`config.mk`:
```
export PLATFORM = sky130hd
export DESIGN_NAME = serial_mul_core
export DESIGN_NICKNAME = d
export VERILOG_FILES = /design/src/rtl/multiplier_factor_checker_pkg.sv /design/src/rtl/multiplier_factor_checker_serial_mul_core.sv
export SDC_FILE = /design/constraint.sdc
export NUM_CORES = 1
export LEC_CHECK = 0
export BUFFER_PORTS_ARGS = -buffer_cell sky130_fd_sc_hd__clkbuf_2
export CELL_PAD_IN_SITES_DETAIL_PLACEMENT = 1
export CELL_PAD_IN_SITES_GLOBAL_PLACEMENT = 1
export CORE_UTILIZATION = 42
export CTS_BUF_LIST = sky130_fd_sc_hd__clkbuf_8 sky130_fd_sc_hd__clkbuf_16
export CTS_CLUSTER_SIZE = 12
export DETAILED_ROUTE_END_ITERATION = 7
export PLACE_DENSITY_LB_ADDON = 0.1
export SYNTH_ARGS = -nofsm -noshare
export SYNTH_HDL_FRONTEND = slang
export SYNTH_SLANG_ARGS = --single-unit
```
`constraint.sdc`:
```
create_clock -name clk -period 2.66 [get_ports clk]
set_input_delay 0.532 -clock clk [delete_from_list [all_inputs] [get_ports clk]]
set_output_delay 0.532 -clock clk [all_outputs]
set_load 0.005 [all_outputs]
```
`src/rtl/multiplier_factor_checker_pkg.sv`:
```
// Shared types and width helpers for the multiplier_factorize result checker.
package mult_check_pkg;

    typedef enum logic [1:0] {
        IDLE = 2'd0,
        MUL  = 2'd1,
        DONE = 2'd2
    } state_t;

    function automatic int prod_w(input int a_w, input int b_w);
        return a_w + b_w;
    endfunction

    function automatic int cnt_w(input int b_w);
        return $clog2(b_w + 1);
    endfunction

endpackage

```
`src/rtl/multiplier_factor_checker_serial_mul_core.sv`:
```
// Serial shift-add multiplier: one multiplier bit per cycle, exactly B_W iterations per start.
module serial_mul_core
    import mult_check_pkg::*;
#(
    parameter int A_W = 8,
    parameter int B_W = 5
) (
    input  logic                        clk,
    input  logic                        reset,
    input  logic                        start,
    input  logic [A_W-1:0]              a,
    input  logic [B_W-1:0]              b,
    output logic                        done,
    output logic [prod_w(A_W, B_W)-1:0] product
);

    localparam int PROD_W = prod_w(A_W, B_W);
    localparam int CNT_W  = cnt_w(B_W);

    logic [PROD_W-1:0] mcand;
    logic [B_W-1:0]    mplier;
    logic [PROD_W-1:0] acc;
    logic [CNT_W-1:0]  cnt;
    logic              busy;

    // High during the final iteration; no early exit when mplier runs out of ones.
    assign done    = busy && (cnt == CNT_W'(B_W - 1));
    assign product = acc;

    // NOTE: sequential state uses non-blocking assignments so every register
    // samples the pre-edge values of the others (mcand/acc ordering depends on it).
    always_ff @(posedge clk) begin
        if (reset) begin
            busy   <= 1'b0;
            acc    <= '0;
            cnt    <= '0;
            mcand  <= '0;
            mplier <= '0;
        end else if (start) begin
            busy   <= 1'b1;
            acc    <= '0;
            cnt    <= '0;
            mcand  <= PROD_W'(a);
            mplier <= b;
        end else if (busy) begin
            if (mplier[0]) begin
                acc <= acc + mcand;
            end
            mcand  <= mcand << 1;
            mplier <= mplier >> 1;
            cnt    <= cnt + 1'b1;
            if (done) begin
                busy <= 1'b0;
            end
        end
    end

endmodule

```
Word level (Yosys, flattened, before mapping)
Index checks and enable logic that the tools add are counted.
- register bits: 35
- input port bits: 16
- output and inout bits: 14
- logic and storage cells: 20
- $add $sub $neg: 2
- equal/unequal tests: 1
- mux-type cells: 7
- reduce and logical (&&, ||, !) cells: 4
- operators with widths (kind ; count):
    8-bit two-way mux ; 2
    13-bit adder ; 1
    5-bit two-way mux ; 2
    3-bit by 1-bit adder with 3-bit output (second input constant) ; 1
    3-bit == test (second input constant) ; 1
    1-bit two-way mux ; 3
    2-bit AND reduction ; 1
    2-bit nonzero test ; 1
    2-bit OR reduction ; 1
    1-bit logical AND ; 1

Depth between registers and ports, before layout
Gate-level depths: netlist of the first run.
- depth in word-level cells: 5
- gate-level depth with buffers: 7
- gate-level depth less buffers: 7

Least setup slack after synthesis of the first run
Ideal clock, no wire load.
- path type: flip-flop to flip-flop
- from: register acc[0] (netlist: product[0])
- to: register acc[12] (netlist: product[12])
- library setup time: 0.127 ns
- arrival: 1.938 ns
- slack: 0.595 ns
- cell stages (with the launch flop): 8
- path through: dfxtp_1 ha_1 fa_1 a211oi_1 o211ai_2 nand4_2 mux2i_1 or3_1
- longest elaborated chain between the ends: 1
- RTL lines (item ; RTL line ; text):
    from (decl) ; multiplier_factor_checker_serial_mul_core.sv:22 ; logic [PROD_W-1:0] acc;
    from (signal assigned) ; multiplier_factor_checker_serial_mul_core.sv:47 ; acc <= acc + mcand;
    13-bit adder ; multiplier_factor_checker_serial_mul_core.sv:47 ;
Every way passes these cells.
A chain may end at the register's enable or synchronous reset.

Worst setup path after layout of the first run
Same ends and word-level chain as after synthesis.

==> results of run 1 <==
[per-stage QoR]
step	hold slack, ns	area (um2)
3_3_place_gp	0.4678	2170
4_1_cts	0.4711	2302
6_report	0.4689	2302
2_1_floorplan	0.4633	1993
5_1_grt	0.5048	2302
3_5_place_dp	0.4689	2170
[report_power, final]
part	switching [mW]	leakage [nW]	internal, mW
combinational	0.0620	0.698	0.0459
sequential	0.0144	0.285	0.538
clock	0.208	0.0695	0.371
total	0.284	1.05	0.955
[cells in the mapped netlist, drive strengths merged]
library cell | count | area share [%]
a211oi | 4 | 1.5
a21o | 4 | 1.5
a21oi | 35 | 9.0
a221o | 1 | 0.50
a31o | 1 | 0.44
a31oi | 1 | 0.31
a41o | 1 | 0.50
and2 | 1 | 0.38
and3 | 3 | 1.0
buf | 4 | 0.88
clkbuf | 7 | 2.3
dfxtp | 35 | 35
fa | 1 | 1.0
ha | 14 | 8.8
inv | 2 | 0.38
mux2i | 18 | 9.0
nand2 | 29 | 5.5
nand3 | 4 | 1.0
nand4 | 3 | 1.3
nand4b | 2 | 0.88
nor2 | 43 | 8.5
nor3 | 2 | 0.50
nor3b | 3 | 1.1
o211ai | 2 | 1.3
o21a | 2 | 0.75
o21ai | 7 | 1.8
o31ai | 1 | 0.38
or2 | 1 | 0.31
or3 | 1 | 0.31
or4 | 2 | 0.75
xnor2 | 5 | 2.2
xor2 | 2 | 0.88
[kinds of logic (layout without fill, tap and decap cells)]
logic type	count (synthesis)	count (layout)
adder cells (fa/ha/maj)	15	15
AND/OR/NAND/NOR	94	94
buffers and inverters	13	43
AO/OA/AOI/OAI	59	59
XOR/XNOR	7	7
flip-flops	35	35
multiplexers	18	18
[registers in the layout, summed over array words and instances, names as in the netlist]
signal and cells:
mcand 13, product 13, mplier 5, cnt 3, busy 1
[layer usage]
metal  part of all wire (%)  up-vias
met5                      0        -
met4                    1.3        0
met3                    2.7        6
met2                     47       27
met1                     49      829
li1                       -      913
[worst max-delay path: stages (launching register included)]
cell and delay, ns:
dfxtp_1 0.33, ha_1 0.22, fa_1 0.43, a211oi_1 0.46, o211ai_2 0.13, nand4_2 0.14
o21ai_0 0.12, or3_1 0.31
[final cells by class]
cell class | instances | area share (%)
multi-input combinational | 193 | 53.04
sequential | 35 | 30.43
timing repair buffer | 33 | 7.609
clock buffer | 5 | 2.989
tap | 52 | 2.826
clock inverter | 3 | 2.772
inverter | 2 | 0.3261
[worst max path at each step]
stage,start,to,slack [ns],depth (start not counted)
3_5_place_dp,product[0],product[12],0.43,7
3_3_place_gp,product[0],product[12],0.51,7
6_report,product[0],product[12],0.41,7
2_1_floorplan,product[0],product[12],0.59,7
4_1_cts,product[0],product[12],0.40,7
5_1_grt,product[0],product[12],0.23,7
==> results_dict.tcl, run 1 <==
set metrics [dict create \
    status "finished clean" \
    max_slew_margin_pct 67.12 \
    p_leak_nw 1.053 \
    fin_worst_skew_ns 0.007316 \
    period_share_pct 84.72 \
    wirelength_mm 4.873 \
    grt_antenna_before_repair 0 \
    worstMarginPinSlew_ns 0.4920 \
    synth-seq-area-share_pct 35.15 \
    postCtsHoldBufs 0 \
    hold_end "mcand[4]" \
    htree_num_levels 2 \
    rsz0062_at_grt "false" \
    cp.required_ns 2.84 \
    drv_cap 0 \
    yosys_warnings 0 \
    crit_fanout 3 \
    fin_ws_ns 0.4064 \
    cp.arrival_ns 2.43 \
    fin_util_pct 51.80 \
    clk_latency_ns 0.29 \
    setup_viol 0 \
    cts_setup_buffers 0 \
    slew_viol_final 0 \
    regToRegEndpoint "product[12]" \
    synthAdderAreaFrac_pct 9.793 \
    rr_startpoint "product[0]" \
    fp.coreArea_um2 4444 \
    busiest_layer "met2" \
    place_hpwl_mm 3.518 \
    ff2ff_setup_slack_ns 0.41 \
    start_util_pct 44.85 \
    final_cell_mix "nor2_1, dfxtp_1, a21oi_1, nand2_1, clkbuf_2" \
    num_rows 24 \
    use_met3_pct 4.701 \
    fin_nets 301 \
    remaining_drc_errors 0 \
    first_iter_violations 55 \
    area_growth_syn_to_layout_pct 15.51 \
    dr.pass1.iters 6 \
    synth_nets 272 \
    synth_top_family_by_area "simple AND/OR/NAND/NOR gates" \
    finalSetupTns_ns 0 \
    yosysUniqueCellTypes 38 \
    port_buffers 29 \
    die_h_um 70.89 \
    vias_per_cell 5.495 \
    rr_worst_depth 7 \
    routedWlPerCell_um 15.09 \
    holdPathStages 3 \
    crit_path_end_kind "flip-flop" \
    vias 1775 \
    avgSynthCellArea_um2 8.270 \
    syn_inst 241 \
    postRouteAntennaNets 0 \
    cts_root_buf "clkbuf_8" \
    layoutNonFillerInstCount 323 \
    p_per_area_nw_per_um2 538.2 \
    hold_path_class "input port to flip-flop" \
    diodes 0 \
    gp_congestion 0.7809 \
    syn_area_um2 1993 \
    use_met1_pct 28.32 \
    grt_use_met2_pct 34.19 \
    cts_resized 0 \
    first_global_vias 1780 \
    synthXorXnorAreaFrac_pct 3.076 \
    layout-drive-gt1-share_pct 18.08 \
    grt_pass1_wl_mm 8.355 \
    die_w_um 70.89 \
    dp.cells 315 \
    power_mw 1.239 \
    grt_start_max_net_pins 29 \
    track_usage_pct 21.04 \
    final_common_cell "nor2_1" \
    hold_violations 0 \
    ys_seq_elements 35 \
    critPathLaunchType "flip-flop" \
    cts_tree "yes" \
    io_pins 30 \
    numCtsBuffers 5 \
    synthSimpleGateAreaFrac_pct 21.47 \
    fillCellCount 549 \
    dpl_worst_slack_ns 0.4252 \
    die_area_um2 5025 \
    multiInputGateArea_um2 1221 \
    seq_area_um2 700.7 \
    min_period_ns 2.254 \
    grt.overflow.total 0 \
    crit_type "flip-flop to flip-flop" \
    irDropWorstVdd_mv 0.2105 \
    synth.area.mux_share_pct 9.040 \
    clock_path_buffers 2 \
    fmax_mhz 443.7 \
    hp-start "a[4]" \
    clkTransAtPathRegs_ns 0.08 \
    clock_sinks 35 \
    synth-compound-area-share_pct 17.89 \
]
Power figures use the tool's default switching activity.
==> run 2, diff against run 1 <==
==> constraint.sdc (replaced) <==
create_clock -name clk -period 2.2 [get_ports clk]
set_input_delay 0.44 -clock clk [delete_from_list [all_inputs] [get_ports clk]]
set_output_delay 0.44 -clock clk [all_outputs]
set_load 0.005 [all_outputs]
==> run 2 against run 1 <==
Net effect:
- setup slack got worse by 0.27 ns
- first-iteration DRC count up 11%
- via count rose by 1.8%
- wire length rose by 2.3%
- die area unchanged
- sequential share of layout area shrank 0.23 points
- clock-buffer cell count is the same
- power is 21% higher
- fmax rose by 9.3%
- critical path depth up 1
- largest power group unchanged
- highest routed layer unchanged
==> results_dict.tcl, run 2 (same netlist as run 1, synthesis figures left out) <==
set metrics [dict create \
    clock_path_buffers 2 \
    power_mw 1.495 \
    wirelength_mm 4.987 \
    diodes 0 \
    clkTransAtPathRegs_ns 0.08 \
    crit_fanout 3 \
    postCtsHoldBufs 0 \
    irDropWorstVdd_mv 0.3024 \
    dr.pass1.iters 6 \
    remaining_drc_errors 0 \
    fp.coreArea_um2 4444 \
    routedWlPerCell_um 15.34 \
    fillCellCount 550 \
    fin_util_pct 52.20 \
    grt_use_met2_pct 37.50 \
    place_hpwl_mm 3.656 \
    grt_antenna_before_repair 0 \
    finalSetupTns_ns 0 \
    die_h_um 70.89 \
    final_common_cell "nor2_1" \
    setup_viol 0 \
    use_met3_pct 5.128 \
    p_per_area_nw_per_um2 644.7 \
    cts_root_buf "clkbuf_8" \
    p_leak_nw 1.059 \
    grt_pass1_wl_mm 8.790 \
    cp.required_ns 2.38 \
    area_growth_syn_to_layout_pct 16.38 \
    cp.arrival_ns 2.25 \
    cts_tree "yes" \
    htree_num_levels 2 \
    grt_start_max_net_pins 29 \
    vias_per_cell 5.560 \
    final_cell_mix "nor2_1, dfxtp_1, a21oi_1, nand2_1, clkbuf_2" \
    die_w_um 70.89 \
    postRouteAntennaNets 0 \
    busiest_layer "met2" \
    slew_viol_final 0 \
    fin_nets 303 \
    die_area_um2 5025 \
    clock_sinks 35 \
    use_met1_pct 28.34 \
    hold_path_class "input port to flip-flop" \
    status "finished clean" \
    clk_latency_ns 0.30 \
    first_iter_violations 61 \
    crit_type "flip-flop to flip-flop" \
    whs_ns 0.3772 \
    start_util_pct 44.85 \
    track_usage_pct 22.38 \
    max_slew_margin_pct 67.20 \
    worstMarginPinSlew_ns 0.4908 \
    gp_congestion 0.7765 \
    dp.cells 317 \
    rsz0062_at_grt "false" \
    min_period_ns 2.063 \
    layout-drive-gt1-share_pct 19.05 \
    fin_worst_skew_ns 0.004171 \
    vias 1807 \
    layoutNonFillerInstCount 325 \
    num_rows 24 \
    port_buffers 29 \
    drv_cap 0 \
    numCtsBuffers 5 \
    grt.overflow.total 0 \
    crit_path_end_kind "flip-flop" \
    io_pins 30 \
    fmax_mhz 484.8 \
    hold_violations 0 \
    first_global_vias 1875 \
    period_share_pct 93.76 \
    critPathLaunchType "flip-flop" \
]
run 2: changes by cell type in the layout (fill, tap and decap cells not counted):
cell / change
buf_4: +2
fa_1: -1
fa_2: +1
run 2: area by class of cell:
class	instances	area [um2]	share of cell area (%)
Clock buffer	5	68.82	2.967
Sequential cell	35	700.7	30.21
Inverter	2	7.507	0.3236
Multi-Input combinational cell	193	1224	52.75
Tap cell	52	65.06	2.805
Clock inverter	3	63.81	2.751
Timing Repair Buffer	35	190.2	8.198
run 2: per-layer routing:
metal	wire length [um]	share of wire (%)
met5	0	0
met3	168	3.4
met1	2317	46
met2	2439	49
met4	61	1.2
run 2: stage by stage:
stage               instance area [um2]  setup slack, ns
detailed placement                 2185          0.07899
finish                             2320           0.1372
floorplan                          1993           0.1348
global placement                   2185           0.1179
CTS                                2317          0.06393
global route                       2320          0.02958
run 2: report_power, final:
part           switching [mW]  internal [mW]
registers              0.0145          0.651
clock network           0.249          0.448
logic                  0.0765         0.0565
run 2: critical path, stage by stage (launching register included):
cell      delay, ns
dfxtp_1        0.33
ha_1           0.23
fa_2           0.37
a211oi_1       0.24
buf_4          0.15
o211ai_2       0.08
nand4_2        0.13
mux2i_1        0.08
or3_1          0.34
run 2: what timing repair did:
action	CTS	global route
hold endpoints to repair	0	0
setup endpoints to repair	0	1
resized for setup	0	1
setup buffers	0	0
run 2: path summary, 6_finish.rpt:
path              start           to  slack (ns)  cells after the start
max reg2reg  product[0]  product[12]        0.14                      8
min                a[3]     mcand[3]        0.38                      3
max          product[0]  product[12]        0.14                      8
min reg2reg  product[5]   product[5]        0.48                      2
==> run 3, diff against run 2 <==
--- a/config.mk
+++ b/config.mk
@@ -8,7 +8,7 @@
 export BUFFER_PORTS_ARGS = -buffer_cell sky130_fd_sc_hd__clkbuf_2
 export CELL_PAD_IN_SITES_DETAIL_PLACEMENT = 1
 export CELL_PAD_IN_SITES_GLOBAL_PLACEMENT = 1
-export CORE_UTILIZATION = 42
+export CORE_UTILIZATION = 45
 export CTS_BUF_LIST = sky130_fd_sc_hd__clkbuf_8 sky130_fd_sc_hd__clkbuf_16
 export CTS_CLUSTER_SIZE = 12
 export DETAILED_ROUTE_END_ITERATION = 7
==> constraint.sdc (replaced) <==
create_clock -name clk -period 2.55 [get_ports clk]
set_input_delay 0.51 -clock clk [delete_from_list [all_inputs] [get_ports clk]]
set_output_delay 0.51 -clock clk [all_outputs]
set_load 0.005 [all_outputs]
==> run 3 against run 2 <==
Net effect:
- clock skew decreased by 0.00077 ns
- wire length is 1.3% lower
- first-iteration DRC count grew 3.3%
- largest cell class unchanged
- register-to-register slack improved by 0.16 ns
- power down 14%
- sequential cell count did not move
- die area down 6.5%
- largest power group unchanged
- combinational power decreased by 14%
- sequential power is 14% lower
- critical path depth decreased by 1
- worst hold slack gained 0.068 ns
- non-clock buffer count shrank 2
==> results_dict.tcl, run 3 (same netlist as run 1, synthesis figures left out) <==
set metrics [dict create \
    status "finished clean" \
    gp_congestion 0.7707 \
    wirelength_mm 4.924 \
    diodes 0 \
    critPathLaunchType "flip-flop" \
    hold_violations 0 \
    placed_area_um2 2167 \
    grt_pass1_wl_mm 8.073 \
    clk_latency_ns 0.29 \
    min_period_ns 2.249 \
    internal_power_mw 0.9959 \
    crit_type "flip-flop to flip-flop" \
    final_cell_area_um2 2300 \
    remaining_drc_errors 0 \
    postRouteAntennaNets 0 \
    irDropWorstVdd_mv 0.3641 \
    p_sw_mw 0.2934 \
    final_cell_mix "nor2_1, dfxtp_1, a21oi_1, nand2_1, clkbuf_2" \
    vias 1811 \
    seq_power_share_pct 44.6 \
    ff2ff_setup_slack_ns 0.30 \
    routedWlPerCell_um 15.34 \
    fmax_mhz 444.7 \
    crit_fanout 3 \
    multiInputGateArea_um2 1221 \
    period_share_pct 88.18 \
    fin_nets 301 \
    die_area_um2 4699 \
    p_leak_nw 1.053 \
    hold_path_class "input port to flip-flop" \
    grt_start_max_net_pins 29 \
    htree_num_levels 2 \
    max_slew_margin_pct 68.11 \
    first_global_vias 1676 \
    use_met3_pct 3.947 \
    rr_startpoint "product[0]" \
    cp.arrival_ns 2.42 \
    cp-endpoint "product[12]" \
    final_common_cell "nor2_1" \
    clock_path_buffers 2 \
    fin_worst_skew_ns 0.003399 \
    start_util_pct 48.43 \
    grt_antenna_before_repair 0 \
    power_frac_clock_pct 46.6 \
    regToRegEndpoint "product[12]" \
    cts_resized 0 \
    busiest_layer "met2" \
    cts_tree "yes" \
    dr.pass1.iters 4 \
    place_hpwl_mm 3.551 \
    rsz0062_at_grt "false" \
    pwr-share-comb_pct 8.8 \
    seq_area_um2 700.7 \
    die_w_um 68.55 \
    slew_viol_final 0 \
    grt.overflow.total 0 \
    layoutNonFillerInstCount 321 \
    finalSetupTns_ns 0 \
    layout-drive-gt1-share_pct 18.08 \
    postCtsHoldBufs 0 \
    die_h_um 68.55 \
    fp.coreArea_um2 4115 \
    first_iter_violations 63 \
    track_usage_pct 23.56 \
    fillCellCount 508 \
    rr_worst_depth 7 \
    cp.required_ns 2.73 \
    crit_path_end_kind "flip-flop" \
    clock_sinks 35 \
    fin_util_pct 55.88 \
    setup_viol 0 \
    switching_share_pct 22.76 \
    cts_setup_buffers 0 \
    vias_per_cell 5.642 \
    port_buffers 29 \
    area_growth_syn_to_layout_pct 15.38 \
    dp.cells 313 \
    io_pins 30 \
    use_met1_pct 30.06 \
    power_mw 1.289 \
    clkTransAtPathRegs_ns 0.08 \
    startpoint "product[0]" \
    num_rows 23 \
    p_per_area_nw_per_um2 560.7 \
    numCtsBuffers 5 \
    grt_use_met2_pct 39.46 \
    cts_root_buf "clkbuf_8" \
    worstMarginPinSlew_ns 0.4734 \
    drv_cap 0 \
]
==> run 3: cell count changes in the layout (fill, tap and decap cells not counted), sizes merged <==
| cell | delta |
|---|---|
| buf | -2 |
==> run 3: cell type report <==
| class | instances | area share [%] |
|---|---|---|
| clock buffer | 5 | 2.992 |
| clock inverter | 3 | 2.775 |
| sequential | 35 | 30.47 |
| timing repair buffer | 33 | 7.617 |
| tap | 50 | 2.720 |
| inverter | 2 | 0.3264 |
| multi-input combinational | 193 | 53.10 |
==> run 3: power by group through the flow <==
stage	Combinational [mW]	Clock, mW	Sequential (mW)
floorplan	0.0855	0	0.582
global placement	0.111	0	0.586
detailed placement	0.113	0	0.587
CTS	0.115	0.607	0.574
global route	0.126	0.634	0.576
finish	0.114	0.601	0.575
==> run 3: per-stage QoR <==
step           hold slack [ns]  setup WS, ns
6_report                0.4452        0.3013
5_1_grt                 0.4528        0.2001
4_1_cts                 0.4486        0.3068
3_5_place_dp            0.4685        0.3377
3_3_place_gp            0.4628        0.3935
2_1_floorplan           0.4633        0.4848
==> run 3: per-layer routing <==
metal | share of wire, % | vias to the layer above
li1 | - | 911
met5 | 0 | -
met3 | 2.5 | 7
met4 | 1.3 | 0
met2 | 48 | 25
met1 | 48 | 868
==> run 3: worst max-delay path: stages, from the launching register on <==
cell,delay (ns)
dfxtp_1,0.33
ha_1,0.23
fa_1,0.42
a211oi_1,0.47
o211ai_2,0.13
nand4_2,0.14
mux2i_1,0.08
or3_1,0.33
==> run 3: worst min-delay path by stage <==
stage                     startpoint          to  slack (ns)  cells past startpoint
after floorplan           product[3]  product[3]        0.46                      2
after global placement    product[0]  product[0]        0.46                      2
after detailed placement  product[3]  product[3]        0.47                      2
after CTS                       a[2]    mcand[2]        0.45                      3
after global routing            a[3]    mcand[3]        0.45                      3
final                           b[3]   mplier[3]        0.45                      3
